===== src/rtl/core_l1d_pkg.sv =====
// Shared encodings for the L1D request controller: operation codes,
// access sizes and the controller FSM state type.
package core_l1d_pkg;

  localparam logic [2:0] COP_LD = 3'd0;
  localparam logic [2:0] COP_ST = 3'd1;

  localparam logic [2:0] SIZE_B = 3'd0;
  localparam logic [2:0] SIZE_H = 3'd1;
  localparam logic [2:0] SIZE_W = 3'd2;

  typedef enum logic [1:0] {
    ST_IDLE = 2'd0,
    ST_SEND = 2'd1,
    ST_WAIT = 2'd2,
    ST_RESP = 2'd3
  } l1d_state_t;

endpackage


===== src/rtl/core_l1d_req_ctrl_if.sv =====
// Bundles the pipeline-side request/response signals and the cache-side
// request/ack signals. master = controller view, slave = pipeline/cache view.
interface core_l1d_req_ctrl_if;

  logic        pl_req_val;
  logic [31:0] pl_req_addr;
  logic [2:0]  pl_req_cop;
  logic [31:0] pl_req_wdata;
  logic [2:0]  pl_req_size;
  logic        pl_busy;
  logic        pl_ack;
  logic [31:0] pl_rdata;
  logic        pl_err;

  logic        l1d_req_val;
  logic [31:0] l1d_req_addr;
  logic [2:0]  l1d_req_cop;
  logic [31:0] l1d_req_wdata;
  logic [2:0]  l1d_req_size;
  logic        l1d_req_nc;
  logic        l1d_req_rdy;
  logic        l1d_ack;
  logic [31:0] l1d_rdata;

  modport master (
    input  pl_req_val, pl_req_addr, pl_req_cop, pl_req_wdata, pl_req_size,
    output pl_busy, pl_ack, pl_rdata, pl_err,
    output l1d_req_val, l1d_req_addr, l1d_req_cop, l1d_req_wdata,
    output l1d_req_size, l1d_req_nc,
    input  l1d_req_rdy, l1d_ack, l1d_rdata
  );

  modport slave (
    output pl_req_val, pl_req_addr, pl_req_cop, pl_req_wdata, pl_req_size,
    input  pl_busy, pl_ack, pl_rdata, pl_err,
    input  l1d_req_val, l1d_req_addr, l1d_req_cop, l1d_req_wdata,
    input  l1d_req_size, l1d_req_nc,
    output l1d_req_rdy, l1d_ack, l1d_rdata
  );

endinterface


===== src/rtl/core_l1d_addr_chk.sv =====
// Combinational address checks: alignment against access size and
// membership in the CSR-programmed non-cacheable region.
module core_l1d_addr_chk
  import core_l1d_pkg::*;
(
  input  logic [31:0] addr,
  input  logic [2:0]  size,
  input  logic [31:0] base,
  input  logic [31:0] mask,
  output logic        misalign,
  output logic        nc
);

  logic [31:0] bit_match;

  // A bit matches when it is masked out or equals the base bit.
  genvar gi;
  generate
    for (gi = 0; gi < 32; gi++) begin : g_match
      assign bit_match[gi] = ~((addr[gi] ^ base[gi]) & mask[gi]);
    end
  endgenerate

  assign nc = &bit_match;

  // Byte accesses are always aligned; unknown sizes are treated as aligned.
  always_comb begin
    misalign = 1'b0;
    case (size)
      SIZE_H:  misalign = addr[0];
      SIZE_W:  misalign = |addr[1:0];
      default: misalign = 1'b0;
    endcase
  end

endmodule


===== src/rtl/core_l1d_req_ctrl.sv =====
// L1D request controller: latches one pipeline request, issues it to the
// cache with valid/ready, waits for the cache ack and returns data or an
// error pulse. Every transaction is bounded by a cycle timeout.
module core_l1d_req_ctrl
  import core_l1d_pkg::*;
#(
  parameter int TIMEOUT_CYC = 256,
  parameter int CNT_W       = 9
) (
  input  logic                 clk,
  input  logic                 rst,
  input  logic [31:0]          csr_nc_base,
  input  logic [31:0]          csr_nc_mask,
  core_l1d_req_ctrl_if.master  bus
);

  localparam logic [CNT_W-1:0] CNT_LAST = CNT_W'(TIMEOUT_CYC - 1);

  l1d_state_t       state_reg, state_next;
  logic [CNT_W-1:0] cnt_reg;
  logic [31:0]      addr_reg, wdata_reg, rdata_reg;
  logic [2:0]       cop_reg, size_reg;
  logic             nc_reg, err_reg, mis_reg;

  logic misalign, nc_hit;
  logic latch, mis_hit, tmo_hit, cap_data, tmo_fire;

  core_l1d_addr_chk u_addr_chk (
    .addr     (bus.pl_req_addr),
    .size     (bus.pl_req_size),
    .base     (csr_nc_base),
    .mask     (csr_nc_mask),
    .misalign (misalign),
    .nc       (nc_hit)
  );

  assign tmo_hit = (cnt_reg == CNT_LAST);

  // State register.
  always_ff @(posedge clk) begin
    if (rst) state_reg <= ST_IDLE;
    else     state_reg <= state_next;
  end

  // Next-state logic; a completing rdy/ack beats a timeout in the same cycle.
  always_comb begin
    state_next = state_reg;
    latch      = 1'b0;
    mis_hit    = 1'b0;
    cap_data   = 1'b0;
    tmo_fire   = 1'b0;
    case (state_reg)
      ST_IDLE: begin
        if (bus.pl_req_val) begin
          if (misalign) begin
            mis_hit = 1'b1;
          end else begin
            latch      = 1'b1;
            state_next = ST_SEND;
          end
        end
      end
      ST_SEND: begin
        if (bus.l1d_req_rdy) begin
          state_next = ST_WAIT;
        end else if (tmo_hit) begin
          tmo_fire   = 1'b1;
          state_next = ST_RESP;
        end
      end
      ST_WAIT: begin
        if (bus.l1d_ack) begin
          cap_data   = 1'b1;
          state_next = ST_RESP;
        end else if (tmo_hit) begin
          tmo_fire   = 1'b1;
          state_next = ST_RESP;
        end
      end
      default: state_next = ST_IDLE;
    endcase
  end

  // Holding registers, timeout counter and response capture.
  always_ff @(posedge clk) begin
    if (rst) begin
      cnt_reg   <= '0;
      addr_reg  <= '0;
      wdata_reg <= '0;
      rdata_reg <= '0;
      cop_reg   <= '0;
      size_reg  <= '0;
      nc_reg    <= 1'b0;
      err_reg   <= 1'b0;
      mis_reg   <= 1'b0;
    end else begin
      mis_reg <= mis_hit;
      if (latch) begin
        addr_reg  <= bus.pl_req_addr;
        cop_reg   <= bus.pl_req_cop;
        wdata_reg <= bus.pl_req_wdata;
        size_reg  <= bus.pl_req_size;
        nc_reg    <= nc_hit;
        cnt_reg   <= '0;
      end else if (state_reg == ST_SEND || state_reg == ST_WAIT) begin
        cnt_reg <= cnt_reg + 1'b1;
      end
      if (cap_data) begin
        rdata_reg <= bus.l1d_rdata;
        err_reg   <= 1'b0;
      end else if (tmo_fire) begin
        rdata_reg <= '0;
        err_reg   <= 1'b1;
      end
    end
  end

  assign bus.pl_busy       = (state_reg != ST_IDLE);
  assign bus.pl_ack        = (state_reg == ST_RESP) | mis_reg;
  assign bus.pl_err        = ((state_reg == ST_RESP) & err_reg) | mis_reg;
  assign bus.pl_rdata      = (state_reg == ST_RESP) ? rdata_reg : 32'd0;
  assign bus.l1d_req_val   = (state_reg == ST_SEND);
  assign bus.l1d_req_addr  = addr_reg;
  assign bus.l1d_req_cop   = cop_reg;
  assign bus.l1d_req_wdata = wdata_reg;
  assign bus.l1d_req_size  = size_reg;
  assign bus.l1d_req_nc    = nc_reg;

endmodule


===== src/flat_wrapper.sv =====
// flat-port wrapper written by rule: the top's interface ports become plain ports
module core_l1d_req_ctrl_flat import core_l1d_pkg::*;
#(
  parameter int TIMEOUT_CYC = 256,
  parameter int CNT_W       = 9
)
  (clk, rst, csr_nc_base, csr_nc_mask, bus_pl_req_val, bus_pl_req_addr, bus_pl_req_cop, bus_pl_req_wdata, bus_pl_req_size, bus_pl_busy, bus_pl_ack, bus_pl_rdata, bus_pl_err, bus_l1d_req_val, bus_l1d_req_addr, bus_l1d_req_cop, bus_l1d_req_wdata, bus_l1d_req_size, bus_l1d_req_nc, bus_l1d_req_rdy, bus_l1d_ack, bus_l1d_rdata);
  core_l1d_req_ctrl_if bus_i ();
  input  logic clk;
  input  logic rst;
  input  logic [31:0] csr_nc_base;
  input  logic [31:0] csr_nc_mask;
  input wire logic [$bits(bus_i.pl_req_val)-1:0] bus_pl_req_val;
  input wire logic [$bits(bus_i.pl_req_addr)-1:0] bus_pl_req_addr;
  input wire logic [$bits(bus_i.pl_req_cop)-1:0] bus_pl_req_cop;
  input wire logic [$bits(bus_i.pl_req_wdata)-1:0] bus_pl_req_wdata;
  input wire logic [$bits(bus_i.pl_req_size)-1:0] bus_pl_req_size;
  output wire logic [$bits(bus_i.pl_busy)-1:0] bus_pl_busy;
  output wire logic [$bits(bus_i.pl_ack)-1:0] bus_pl_ack;
  output wire logic [$bits(bus_i.pl_rdata)-1:0] bus_pl_rdata;
  output wire logic [$bits(bus_i.pl_err)-1:0] bus_pl_err;
  output wire logic [$bits(bus_i.l1d_req_val)-1:0] bus_l1d_req_val;
  output wire logic [$bits(bus_i.l1d_req_addr)-1:0] bus_l1d_req_addr;
  output wire logic [$bits(bus_i.l1d_req_cop)-1:0] bus_l1d_req_cop;
  output wire logic [$bits(bus_i.l1d_req_wdata)-1:0] bus_l1d_req_wdata;
  output wire logic [$bits(bus_i.l1d_req_size)-1:0] bus_l1d_req_size;
  output wire logic [$bits(bus_i.l1d_req_nc)-1:0] bus_l1d_req_nc;
  input wire logic [$bits(bus_i.l1d_req_rdy)-1:0] bus_l1d_req_rdy;
  input wire logic [$bits(bus_i.l1d_ack)-1:0] bus_l1d_ack;
  input wire logic [$bits(bus_i.l1d_rdata)-1:0] bus_l1d_rdata;
  assign bus_i.pl_req_val = bus_pl_req_val;
  assign bus_i.pl_req_addr = bus_pl_req_addr;
  assign bus_i.pl_req_cop = bus_pl_req_cop;
  assign bus_i.pl_req_wdata = bus_pl_req_wdata;
  assign bus_i.pl_req_size = bus_pl_req_size;
  assign bus_pl_busy = bus_i.pl_busy;
  assign bus_pl_ack = bus_i.pl_ack;
  assign bus_pl_rdata = bus_i.pl_rdata;
  assign bus_pl_err = bus_i.pl_err;
  assign bus_l1d_req_val = bus_i.l1d_req_val;
  assign bus_l1d_req_addr = bus_i.l1d_req_addr;
  assign bus_l1d_req_cop = bus_i.l1d_req_cop;
  assign bus_l1d_req_wdata = bus_i.l1d_req_wdata;
  assign bus_l1d_req_size = bus_i.l1d_req_size;
  assign bus_l1d_req_nc = bus_i.l1d_req_nc;
  assign bus_i.l1d_req_rdy = bus_l1d_req_rdy;
  assign bus_i.l1d_ack = bus_l1d_ack;
  assign bus_i.l1d_rdata = bus_l1d_rdata;
  core_l1d_req_ctrl #(.TIMEOUT_CYC(TIMEOUT_CYC), .CNT_W(CNT_W)) u_core (.clk(clk), .rst(rst), .csr_nc_base(csr_nc_base), .csr_nc_mask(csr_nc_mask), .bus(bus_i));
endmodule

===== config.mk =====
export PLATFORM = sky130hd
export DESIGN_NAME = core_l1d_req_ctrl_flat
export DESIGN_NICKNAME = d
export VERILOG_FILES = /design/src/rtl/core_l1d_pkg.sv /design/src/rtl/core_l1d_req_ctrl_if.sv /design/src/rtl/core_l1d_addr_chk.sv /design/src/rtl/core_l1d_req_ctrl.sv /design/src/flat_wrapper.sv
export SDC_FILE = /design/constraint.sdc
export NUM_CORES = 1
export LEC_CHECK = 0
export ABC_AREA = 1
export BUFFER_PORTS_ARGS = -buffer_cell sky130_fd_sc_hd__buf_2
export CORE_ASPECT_RATIO = 1.5
export CORE_MARGIN = 5
export CORE_UTILIZATION = 37
export DETAILED_ROUTE_END_ITERATION = 7
export PLACE_DENSITY_LB_ADDON = 0.3
export SLEW_MARGIN = 20
export SYNTH_ARGS = -nofsm -noshare
export SYNTH_HDL_FRONTEND = slang
export SYNTH_SLANG_ARGS = --single-unit

===== constraint.sdc =====
create_clock -name clk -period 1.7 [get_ports clk]
set_input_delay 0.425 -clock clk [delete_from_list [all_inputs] [get_ports clk]]
set_output_delay 0.425 -clock clk [all_outputs]
set_load 0.005 [all_outputs]

==> qor.csv, run 1 <==
stage,metric,value,unit
outcome,status,"finished, violations left",
outcome,violations,negative setup slack,
sta,max_freq,559,MHz
critical_path,worstPathRequired,1.27,ns
sta,skew,0.00608,ns
sta,slew_violations,0,
final_layout,final_area,7930,sq um
critical_path,start_kind,flip-flop,
place,dpl_worst_slack,-0.0244,ns
critical_path,regToRegSetupSlack,-0.02,ns
final_layout,final_core_util,55.1,%
routing,dr.first_iter.drc_count,253,
sta,finalCritPeriodShare,105,%
power,p_int,5.99,mW
power,power.share.clock,44.3,%
die,io_pins,278,
sta,period_needed,1.79,ns
global_route,first_global_vias,5585,
die,rows,54,
sta,final-hold-violation-count,0,
routing,vias,6125,
power,power.density,1040,nW/um^2
routing,ant_nets,0,
routing,via_per_inst,4.75,
global_route,antenna_found_initial,2,
logic_synthesis,synth_edf_count,0,
sta,rsz0062_at_grt,true,
logic_synthesis,synth_top_area_share,43.3,%
critical_path,cp_data_arrival_time,1.36,ns
power,total_power,8.22,mW
sta,setup_viol,37,
power,switching_share,27.2,%
global_route,grt_start_max_net_pins,40,
min_path,min_from,bus_l1d_rdata[25],
place,portBuffers,277,
min_path,hold_depth,3,
final_layout,syn_to_final_growth,47.8,%
clock_network,htreeDepth,4,
clock_network,cts_buffers,17,
die,die_w,108,um
sta,worstMarginPinSlew,0.352,ns
global_route,grt_pass1_wl,27.5,mm
die,start_util,37.3,%
clock_network,cts_buffer_depth,2,
logic_synthesis,ys.flop_type,dfxtp_1,
logic_synthesis,yosysMostFrequentCell,nand2_1,
routing,firstDrtPassIters,4,
clock_network,clk-insertion-delay-late,0.40,ns
critical_path,worst_r2r_startpoint,u_core.cnt_reg[1]$_SDFFE_PP0P_,
place,place_area,7050,sq um
logic_synthesis,synth_area,5370,sq um
final_layout,drive_above_1_share,34.0,%
die,die_area,17100,sq um
clock_network,ctsHoldBuffers,0,
critical_path,r2r_end,u_core.rdata_reg[6]$_SDFFE_PP0P_,
logic_synthesis,netlist-cell-type-count,26,
critical_path,critPathKind,reg2out,
power,power_frac_seq,37.1,%
logic_synthesis,ys_ff_latch,116,
routing,drc,0,
logic_synthesis,synth_top_area_cell,dfxtp_1,
logic_synthesis,yosys-top-cells-count,"nand2_1, nand3_1, dfxtp_1",
die,die_h,157,um
critical_path,end_kind,output port,
min_path,holdPathEnd,u_core.rdata_reg[25]$_SDFFE_PP0P_,
critical_path,rr_worst_depth,9,
global_route,grt_overflow,0,
global_route,grt_usage,20.2,%
routing,drt-total-wl,18.3,mm
routing,wl_per_cell,14.2,um
clock_network,clk_transition_reported_paths,0.06,ns
final_layout,nets,1257,
flow_run,maxCapViolCount,0,
logic_synthesis,synth.avg_cell_area,6.71,sq um
power,peakVddDrop,0.564,mV
power,pwr-share-comb,18.6,%
logic_synthesis,yosysSeqAreaShare,43.3,%
logic_synthesis,synthesis.nets,977,
power,switchingPower,2.24,mW
logic_synthesis,syn_inst,800,
logic_synthesis,yosys_warnings,0,
critical_path,cp_max_fo,14,
place,dp_hpwl,13.4,mm
min_path,hold_class,in2reg,
die,core,14400,sq um
sta,fin_ws,-0.0879,ns
logic_synthesis,synth_async_sr_flop_share,0,%
logic_synthesis,synth_area_leaders,"dfxtp_1, nand2_1, nand3_1",
power,p_leak,4.13,nW
sta,slew-limit-headroom,76.6,%
clock_network,cts.sinks,116,
clock_network,cts_tree,built,
clock_network,cts-root-buf,clkbuf_16,
place,gp_congestion,0.831,
[logic make-up after synthesis]
kind of cell             after synthesis  synth area share (%)
AO/OA/AOI/OAI                        116                  11.0
buffers and inverters                148                  10.6
adder cells (fa/ha/maj)                6                  1.40
XOR/XNOR                               5                 0.816
AND/OR/NAND/NOR                      409                  33.0
flip-flops                           116                  43.3
[timing repair]
action | CTS | global route
setup endpoints to repair | 36 | 70
pin swaps | 2 | 8
resized for setup | 10 | 24
buffers inserted | 1 | 2
cloned | 1 | 4
[metrics by stage]
stage | std cells | setup TNS (ns) | hold slack, ns
2_1_floorplan | 800 | 0 | 0.439
3_3_place_gp | 1249 | 0 | 0.444
5_1_grt | 1290 | -6.82 | 0.262
3_5_place_dp | 1249 | -0.0244 | 0.447
4_1_cts | 1282 | -2.72 | 0.253
6_report | 1290 | -1.84 | 0.272
[layer usage]
metal	vias up	part of all wire [%]	global-route usage (%)	wire, um
met5	-	0	0	0
met4	0	2.1	7.22	391
met1	2774	39	23.3	7170
li1	3115	-	-	-
met3	25	7.4	5.91	1350
met2	211	51	35.2	9350
[power by group through the flow]
stage	logic, mW	registers, mW	clock network [mW]
2_1_floorplan	0.757	3.10	0
5_1_grt	1.71	3.08	3.86
3_5_place_dp	1.48	3.09	0
4_1_cts	1.53	3.04	3.72
3_3_place_gp	1.47	3.09	0
6_report	1.53	3.05	3.64
[how the worst max path moves through the flow]
stage	start	slack, ns	end
after floorplan	u_core.cnt_reg[0]$_SDFFE_PP0P_	0.05	u_core.state_reg[0]$_SDFFE_PP0P_
after global placement	u_core.cnt_reg[0]$_SDFFE_PP0P_	0.02	u_core.state_reg[0]$_SDFFE_PP0P_
after detailed placement	u_core.cnt_reg[0]$_SDFFE_PP0P_	-0.02	u_core.state_reg[0]$_SDFFE_PP0P_
after CTS	u_core.state_reg[1]$_SDFFE_PP0P_	-0.11	bus_pl_rdata[22]
after global routing	u_core.state_reg[0]$_SDFFE_PP0P_	-0.16	bus_pl_rdata[22]
final	u_core.state_reg[0]$_SDFFE_PP0P_	-0.09	bus_pl_rdata[22]
[layout by cell type (no fill, tap or decap), types with 8 or more instances in the layout]
master     Yosys  layout
inv_1        100      98
or2_2          8       8
nand2_1      230     225
buf_2          7     274
nor2_1        21      21
dfxtp_1      116     112
clkbuf_16      0      20
nand3_1      140     138
a21oi_1      107     107
buf_4          1      19
[critical path: stages (launching register included)]
cell,delay [ns]
dfxtp_4,0.37
ha_4,0.21
buf_12,0.16
nand2_1,0.06
inv_1,0.05
buf_2,0.11
[area by class of cell]
class	count	area (sq um)
flip-flops and latches	116	2330
diodes	2	5.00
clock buffers	19	453
inverters	102	383
clock inverters	12	155
multi-input cells	536	2570
well taps	196	245
repair buffers	307	1780
fillers	1442	6460
Note: power is estimated with default switching activity, not from simulation.
==> inputs of run 2 (changes only) <==
--- a/config.mk
+++ b/config.mk
@@ -12,6 +12,7 @@
 export CORE_UTILIZATION = 37
 export DETAILED_ROUTE_END_ITERATION = 7
 export PLACE_DENSITY_LB_ADDON = 0.3
+export RECOVER_POWER = 25
 export SLEW_MARGIN = 20
 export SYNTH_ARGS = -nofsm -noshare
 export SYNTH_HDL_FRONTEND = slang
==> qor.csv, run 2 (same netlist as run 1, synthesis figures left out) <==
stage,metric,value,unit,change
outcome,status,"finished, violations left",,
outcome,violations,negative setup slack,,
global_route,grt_overflow,0,,unchanged
min_path,hold_depth,3,,unchanged
global_route,grt_start_max_net_pins,40,,unchanged
critical_path,cp_max_fo,14,,unchanged
global_route,grt_pass1_wl,27.5,mm,unchanged
clock_network,cts-root-buf,clkbuf_16,,
final_layout,drive_above_1_share,31.0,%,-3.0 points
final_layout,final_area,7890,sq um,-0.55%
critical_path,end_kind,output port,,
critical_path,worstPathRequired,1.27,ns,about the same
power,power.density,1040,nW/um^2,+0.27%
critical_path,regToRegSetupSlack,-0.01,ns,about the same
routing,ant_nets,0,,unchanged
clock_network,cts_buffers,17,,unchanged
final_layout,final_core_util,54.8,%,-0.30 points
routing,drt-total-wl,18.3,mm,about the same
global_route,antenna_found_initial,2,,unchanged
clock_network,cts_buffer_depth,2,,unchanged
critical_path,r2r_end,u_core.rdata_reg[6]$_SDFFE_PP0P_,,
sta,setup_viol,34,,-8.1%
critical_path,cp-startpoint,u_core.state_reg[0]$_SDFFE_PP0P_,,
final_layout,nets,1257,,unchanged
power,p_leak,4.00,nW,-3.3%
die,die_h,157,um,unchanged
sta,skew,0.00712,ns,+0.00105 ns
routing,via_per_inst,4.73,,-0.39%
die,die_area,17100,sq um,unchanged
critical_path,start_kind,flip-flop,,
flow_run,maxCapViolCount,0,,unchanged
critical_path,cp_data_arrival_time,1.36,ns,about the same
die,core,14400,sq um,unchanged
min_path,min_from,bus_l1d_rdata[25],,
place,gp_congestion,0.831,,unchanged
sta,final-hold-violation-count,0,,unchanged
place,dp_hpwl,13.4,mm,unchanged
global_route,grt_usage,20.2,%,unchanged
place,portBuffers,277,,unchanged
sta,finalCritPeriodShare,105,%,-0.28 points
place,place_area,7050,sq um,unchanged
sta,slew-limit-headroom,73.0,%,-3.6 points
critical_path,path_cells,ha_4 -> buf_12 -> nand2_1 -> inv_1 -> buf_2,,
critical_path,cp_slowest_stage_delay,0.37,ns,about the same
routing,dr.first_iter.drc_count,239,,-5.5%
routing,firstDrtPassIters,5,,+1
die,io_pins,278,,unchanged
critical_path,worst_r2r_startpoint,u_core.cnt_reg[0]$_SDFFE_PP0P_,,
routing,drc,0,,unchanged
final_layout,layout_commonest_cell,buf_2,,
die,die_w,108,um,unchanged
sta,rsz0062_at_grt,true,,
routing,wl_per_cell,14.2,um,about the same
global_route,first_global_vias,5585,,unchanged
min_path,holdPathEnd,u_core.rdata_reg[25]$_SDFFE_PP0P_,,
die,rows,54,,unchanged
clock_network,cts_tree,built,,
min_path,hold_class,in2reg,,
clock_network,clk-insertion-delay-late,0.40,ns,about the same
die,start_util,37.3,%,unchanged
final_layout,syn_to_final_growth,47.0,%,
critical_path,cpLargestDelayFamily,flip-flops,,
sta,max_freq,561,MHz,+0.27%
sta,fin_ws,-0.0831,ns,+0.00478 ns
critical_path,critPathKind,reg2out,,
final_layout,most-common-layout-cells,"buf_2, nand2_1, nand3_1",,
sta,period_needed,1.78,ns,-0.00478 ns
critical_path,rr_worst_depth,9,,unchanged
sta,worstMarginPinSlew,0.406,ns,+0.0541 ns
critical_path,slowest_stage,dfxtp_4,,
clock_network,cts.sinks,116,,unchanged
critical_path,crit_buf_inv,3,,unchanged
routing,vias,6101,,-0.39%
power,peakVddDrop,0.570,mV,+1.1%
clock_network,htreeDepth,4,,unchanged
sta,slew_violations,0,,unchanged
clock_network,clk_transition_reported_paths,0.06,ns,about the same
==> run 2: cell types whose count changed in the layout (fill, tap and decap cells not counted) <==
cell / change
clkbuf_1: +32
buf_2: -33
buf_1: +1
clkbuf_2: +1
buf_4: -1
==> run 2: repair_timing <==
item | 4_1_cts | 5_1_grt
cloned | 1 | 4
buffers inserted | 1 | 2
setup endpoints to repair | 36 | 70
pin swaps | 2 | 8
gates resized for setup | 10 | 24
hold buffers | 0 | 0
==> run 2: how the worst max path moves through the flow <==
stage	depth (start not counted)	to	slack (ns)
floorplan	9	u_core.state_reg[0]$_SDFFE_PP0P_	0.05
global placement	9	u_core.state_reg[0]$_SDFFE_PP0P_	0.02
detailed placement	9	u_core.state_reg[0]$_SDFFE_PP0P_	-0.02
CTS	5	bus_pl_rdata[22]	-0.11
global route	5	bus_pl_rdata[22]	-0.16
finish	5	bus_pl_rdata[22]	-0.08
==> run 2: power breakdown <==
group          internal [mW]  total (mW)  switching (mW)
combinational          0.655        1.51           0.856
clock                   2.38        3.63            1.26
sequential              2.93        3.05           0.119
total                   5.97        8.20            2.23
==> run 2: metrics by stage <==
stage	cells	total power, mW	setup slack [ns]	hold WS, ns	setup TNS, ns
floorplan	800	3.86	0.0500	0.439	0
global placement	1249	4.56	0.0242	0.444	0
detailed placement	1249	4.57	-0.0244	0.447	-0.0244
CTS	1282	8.29	-0.108	0.253	-2.72
global route	1290	8.63	-0.164	0.262	-6.82
finish	1290	8.20	-0.0831	0.272	-1.76
==> run 2: area by class of cell <==
class                   count  area (sq um)
fillers                  1455          6510
well taps                 196           245
clock buffers              19           453
repair buffers            307          1740
clock inverters            12           155
multi-input cells         536          2570
flip-flops and latches    116          2330
inverters                 102           383
diodes                      2          5.00
==> run 2: routing by layer <==
layer / wire length, um / GRT usage, % / up-vias
met4: 284 / 7.22 / 0
met1: 7110 / 23.3 / 2776
met5: 0 / 0 / -
met3: 1340 / 5.91 / 17
li1: - / - / 3115
met2: 9530 / 35.2 / 193
==> run 2: worst reg2reg max path, cell delays in order (launching register included) <==
cell and delay, ns:
dfxtp_2 0.36, ha_4 0.15, nand3_4 0.08, nor3_2 0.15
ha_2 0.22, buf_4 0.12, nand3_4 0.15, clkbuf_16 0.22
nand3_1 0.07, a21oi_1 0.07
